--- config.mk ---
export PLATFORM = sky130hd
export DESIGN_NAME = modulation_segment_serializer
export DESIGN_NICKNAME = d
export VERILOG_FILES = /design/src/rtl/modulation_segment_serializer.sv
export SDC_FILE = /design/constraint.sdc
export NUM_CORES = 1
export LEC_CHECK = 0
export BUFFER_PORTS_ARGS = -buffer_cell sky130_fd_sc_hd__buf_2
export CORE_ASPECT_RATIO = 0.9
export CORE_MARGIN = 3
export CORE_UTILIZATION = 40
export CTS_BUF_LIST = sky130_fd_sc_hd__clkbuf_16
export CTS_CLUSTER_DIAMETER = 30
export CTS_CLUSTER_SIZE = 12
export DETAILED_ROUTE_END_ITERATION = 10
export GPL_TIMING_DRIVEN = 1
export HOLD_SLACK_MARGIN = 0.1
export SYNTH_ARGS = -nofsm -noshare
export SYNTH_HDL_FRONTEND = slang
export SYNTH_SLANG_ARGS = --single-unit
--- constraint.sdc ---
create_clock -name clk -period 7.3 [get_ports clk]
set_clock_uncertainty 0.05 [all_clocks]
set_input_delay 1.46 -clock clk [delete_from_list [all_inputs] [get_ports clk]]
set_output_delay 1.46 -clock clk [all_outputs]
set_load 0.01 [all_outputs]
--- src/rtl/modulation_segment_serializer.sv ---
// Double-buffered symbol capture; streams NUM_SEG segment words per symbol
// on a valid/ready sample port, with symbol count and sticky drop flag.
module modulation_segment_serializer #(
  parameter int NUM_SEG = 10,
  parameter int DATA_W  = 32,
  parameter int CNT_W   = 16
) (
  input  logic                      clk,
  input  logic                      reset,
  input  logic [NUM_SEG*DATA_W-1:0] segments_in,
  input  logic                      symbol_valid,
  output logic                      symbol_ready,
  output logic [DATA_W-1:0]         sample_out,
  output logic                      sample_valid,
  input  logic                      sample_ready,
  output logic                      sample_last,
  output logic [CNT_W-1:0]          sym_count,
  output logic                      overflow
);

  localparam int IDX_W = $clog2(NUM_SEG);
  localparam logic [IDX_W-1:0] LAST_IDX = IDX_W'(NUM_SEG - 1);

  typedef enum logic {
    IDLE,
    STREAM
  } state_e;

  typedef logic [NUM_SEG-1:0][DATA_W-1:0] sym_t;

  state_e           state_q, state_d;
  sym_t             pend_data_q, pend_data_d;
  sym_t             act_data_q, act_data_d;
  logic             pend_valid_q, pend_valid_d;
  logic [IDX_W-1:0] seg_idx_q, seg_idx_d;
  logic [CNT_W-1:0] cnt_q, cnt_d;
  logic             ovf_q, ovf_d;

  logic act_valid;
  logic xfer;
  logic is_last;

  assign act_valid = (state_q == STREAM);
  assign xfer      = act_valid && sample_ready;
  assign is_last   = (seg_idx_q == LAST_IDX);

  always_comb begin
    state_d      = state_q;
    pend_data_d  = pend_data_q;
    pend_valid_d = pend_valid_q;
    act_data_d   = act_data_q;
    seg_idx_d    = seg_idx_q;
    cnt_d        = cnt_q;
    ovf_d        = ovf_q;

    // accept and pending->active load are mutually exclusive on pend_valid
    if (symbol_valid && !pend_valid_q) begin
      pend_data_d  = sym_t'(segments_in);
      pend_valid_d = 1'b1;
    end
    if (symbol_valid && pend_valid_q) begin
      ovf_d = 1'b1;
    end

    unique case (state_q)
      IDLE: begin
        if (pend_valid_q) begin
          act_data_d   = pend_data_q;
          pend_valid_d = 1'b0;
          seg_idx_d    = '0;
          state_d      = STREAM;
        end
      end
      STREAM: begin
        if (xfer) begin
          if (is_last) begin
            cnt_d     = cnt_q + CNT_W'(1);
            seg_idx_d = '0;
            if (pend_valid_q) begin
              act_data_d   = pend_data_q;
              pend_valid_d = 1'b0;
            end else begin
              state_d = IDLE;
            end
          end else begin
            seg_idx_d = seg_idx_q + IDX_W'(1);
          end
        end
      end
      default: state_d = IDLE;
    endcase
  end

  always_ff @(posedge clk or negedge reset) begin
    if (!reset) begin
      state_q      <= IDLE;
      pend_data_q  <= '0;
      pend_valid_q <= 1'b0;
      act_data_q   <= '0;
      seg_idx_q    <= '0;
      cnt_q        <= '0;
      ovf_q        <= 1'b0;
    end else begin
      state_q      <= state_d;
      pend_data_q  <= pend_data_d;
      pend_valid_q <= pend_valid_d;
      act_data_q   <= act_data_d;
      seg_idx_q    <= seg_idx_d;
      cnt_q        <= cnt_d;
      ovf_q        <= ovf_d;
    end
  end

  assign symbol_ready = !pend_valid_q;
  assign sample_valid = act_valid;
  assign sample_out   = act_valid ? act_data_q[seg_idx_q] : '0;
  assign sample_last  = act_valid && is_last;
  assign sym_count    = cnt_q;
  assign overflow     = ovf_q;

endmodule

==> impl_metrics.csv <==
group,metric,value,unit
run_status,outcome,"complete, no violations",
placement,dp_hpwl,50600,microns
logic_synthesis,postSynthCellCount,1748,
logic_synthesis,synthesis.nets,2075,
routing,viasPerCell,5.06,
sta,setup_violations,0,
clock_network,cts_buffers,142,
grt,antenna_found_initial,13,
floorplan,ios,376,
layout,nFillCells,5986,
routing,routed_wl,76000,microns
logic_synthesis,ys_async_sr_fraction,100,%
layout,final_net_count,2495,
clock_network,cts_max_path_buffers,3,
critical_path,crit_path_cell_trace,"buf_12, mux2i_1, a221oi_1, o21ai_0, a21boi_0, buf_2",
clock_network,hold_buffers,0,
clock_network,cts_setup_buffers,0,
critical_path,cp-end-kind,"output port",
job,max_cap_violations,0,
logic_synthesis,synth_seq_cells,663,
placement,finalWeightedCongestion,0.862,
logic_synthesis,syn_area,28900,sq um
logic_synthesis,yosysSeqAreaShare,57.4,%
clock_network,clock_latency,0.69,ns
power_and_ir_drop,leakagePower,16.5,nW
floorplan,row_count,92,
routing,drc,0,
critical_path,cp.arrival,3.84,ns
sta,fin_crit,5.35,ns
logic_synthesis,synth_top_family_by_area,"multiplexers",
clock_network,cts_resized,0,
clock_network,cts_tree,"done",
logic_synthesis,postSynthAreaPerCell,16.5,sq um
grt,grt_max_degree,162,
grt,grt_pass1_vias,17700,
sta,rsz0062_at_grt,"false",
logic_synthesis,synth_warnings,0,
critical_path,slowest_stage,"dfrtp_4",
sta,finalHoldViolCount,0,
grt,grt_pass1_wl,113000,microns
clock_network,clk_pin_slew,0.05,ns
floorplan,coreArea,70800,sq um
power_and_ir_drop,power,17.8,mW
grt,gr-total-overflow,0,
floorplan,die-area,75500,sq um
clock_network,cts_root_buf,"clkbuf_16",
logic_synthesis,synthAdderAreaFrac,0.130,%
critical_path,max_stage_delay,1.00,ns
layout,drive_gt1_share,57.3,%
critical_path,crit_type,"flop to output port",
sta,setup_tns,0,ns
routing,num_vias,16300,
logic_synthesis,muxShareOfSynthArea,34.4,%
routing,drtIter0Drc,814,
routing,detail-route-antenna-nets,0,
floorplan,fp.dieW,289,microns
power_and_ir_drop,power_density,494,nW/um^2
placement,io_buffers,375,
clock_network,htree_num_levels,4,
grt,grt_usage,20.1,%
sta,slew_violations,0,
floorplan,initial_core_util,40.8,%
routing,wl_per_cell,23.5,microns
logic_synthesis,yosys.area_share.xor_xnor,0.454,%
clock_network,cts.sinks,663,
hold_path,hp-class,"flop to flop",
layout,syn2layout_area_growth,24.9,%
logic_synthesis,synthDistinctLibCells,39,
critical_path,crit_fanout,61,
sta,tightest_slew,1.26,ns
power_and_ir_drop,peakVddDrop,0.345,mV
sta,finalCritPeriodShare,73.3,%
routing,first_pass_iters,5,
sta,fmax,187,MHz
sta,maxSlewHeadroom,15.9,%
floorplan,die_y,261,microns
logic_synthesis,synth-main-ff-cell,"dfrtp_1",
logic_synthesis,yosys.area_share.simple,1.26,%
critical_path,critPathLaunchType,"flop",
logic_synthesis,synth_edf_count,0,
logic_synthesis,synth-compound-area-share,2.63,%
critical_path,critPathRequiredTime,5.79,ns
## cells in the mapped netlist, types with 4 or more instances
cell | number | area share (%)
a221oi_1 | 32 | 0.97
xor2_1 | 7 | 0.21
mux2_2 | 373 | 15
dfrtp_1 | 663 | 57
mux4_2 | 32 | 2.5
buf_2 | 36 | 0.62
nand4_1 | 7 | 0.15
buf_4 | 11 | 0.29
o21ai_0 | 36 | 0.62
mux2_4 | 270 | 14
and3_1 | 7 | 0.15
xnor2_1 | 8 | 0.24
nand2_1 | 38 | 0.49
buf_12 | 33 | 2.3
clkbuf_1 | 31 | 0.40
mux2_1 | 30 | 1.2
mux2i_1 | 64 | 2.2
nand3_1 | 4 | 0.069
a21boi_0 | 32 | 0.83
## power by group
group / switching, mW / internal (mW) / total (mW) / leakage (nW)
sequential: 1.14 / 5.37 / 6.51 / 8.16
clock: 2.13 / 4.40 / 6.53 / 2.39
combinational: 2.01 / 2.77 / 4.79 / 5.99
total: 5.28 / 12.5 / 17.8 / 16.5
## worst paths after layout
check | startpoint | endpoint | slack [ns] | cells past startpoint
max | seg_idx_q[0] | sample_out[19] | 1.95 | 6
min | overflow | overflow | 0.42 | 1
max reg2reg | seg_idx_q[0] | act_data_q[277] | 2.71 | 8
min reg2reg | overflow | overflow | 0.42 | 1
max in group asynchronous | reset | act_data_q[276] | 4.61 | 2
min in group asynchronous | reset | pend_data_q[177] | 0.89 | 1
## cells in the final DEF (no fill, tap or decap), drive strengths merged, types with 8 or more instances in the layout
| cell type | instances |
|---|---|
| xnor2 | 8 |
| a21boi | 32 |
| clkinv | 56 |
| dfrtp | 663 |
| a221oi | 32 |
| mux2 | 673 |
| bufinv | 22 |
| mux2i | 64 |
| buf | 391 |
| nand2 | 39 |
| inv | 21 |
| clkbuf | 145 |
| mux4 | 32 |
| clkinvlp | 21 |
| o21ai | 36 |
## worst max-delay path: cells and delay by family, from the launching register on
family | cells | cell delay [ns]
compound gates | 3 | 1.23
buf+inv | 2 | 0.63
flops | 1 | 1.00
mux | 1 | 0.14
## per-stage QoR
| stage | util, % | worst slack, ns | instance area, sq um | cells | hold slack (ns) |
|---|---|---|---|---|---|
| floorplan | - | 4.12 | 28900 | 1748 | 0.402 |
| CTS | 51.0 | 1.82 | 36100 | 3227 | 0.430 |
| global placement | 44.0 | 2.51 | 31200 | 2964 | 0.389 |
| global route | 51.0 | 1.75 | 36100 | 3227 | 0.441 |
| finish | 51.0 | 1.95 | 36100 | 3231 | 0.419 |
| detailed placement | 44.0 | 2.58 | 31200 | 2964 | 0.412 |
## cell type report
| cell class | instances | area [sq um] | share of cell area (%) |
|---|---|---|---|
| diodes | 4 | 10.0 | 0.0277 |
| clock buffers | 145 | 3630 | 10.1 |
| clock inverters | 118 | 1300 | 3.60 |
| inverters | 2 | 7.51 | 0.0208 |
| multi-input cells | 968 | 11300 | 31.2 |
| flip-flops and latches | 663 | 16600 | 46.0 |
| well taps | 940 | 1180 | 3.26 |
| repair buffers | 391 | 2110 | 5.84 |
## cell families (layout without fill, tap and decap cells)
family / count (synthesis) / count (layout)
AOI/OAI and AO/OA: 107 / 107
xor gates and xnor gates: 15 / 15
adders and majority gates: 3 / 3
buffers and inverters: 117 / 656
DFF: 663 / 663
muxes: 769 / 769
other: 0 / 4
and+or+nand+nor: 74 / 74
## sequential cells by signal, summed over array words and instances, names as in the netlist
register / cells
pend_data_q: 320
sample_valid: 1
sym_count: 16
seg_idx_q: 4
pend_valid_q: 1
act_data_q: 320
overflow: 1
## routing by layer
| metal | track usage (%) | wire length (microns) | vias to the layer above |
|---|---|---|---|
| li1 | - | - | 7265 |
| met1 | 28.2 | 35000 | 8523 |
| met2 | 30.2 | 34900 | 438 |
| met3 | 5.04 | 4250 | 116 |
| met4 | 7.26 | 1880 | 4 |
| met5 | 0 | 27 | - |
Note: power is estimated with default switching activity, not from simulation.
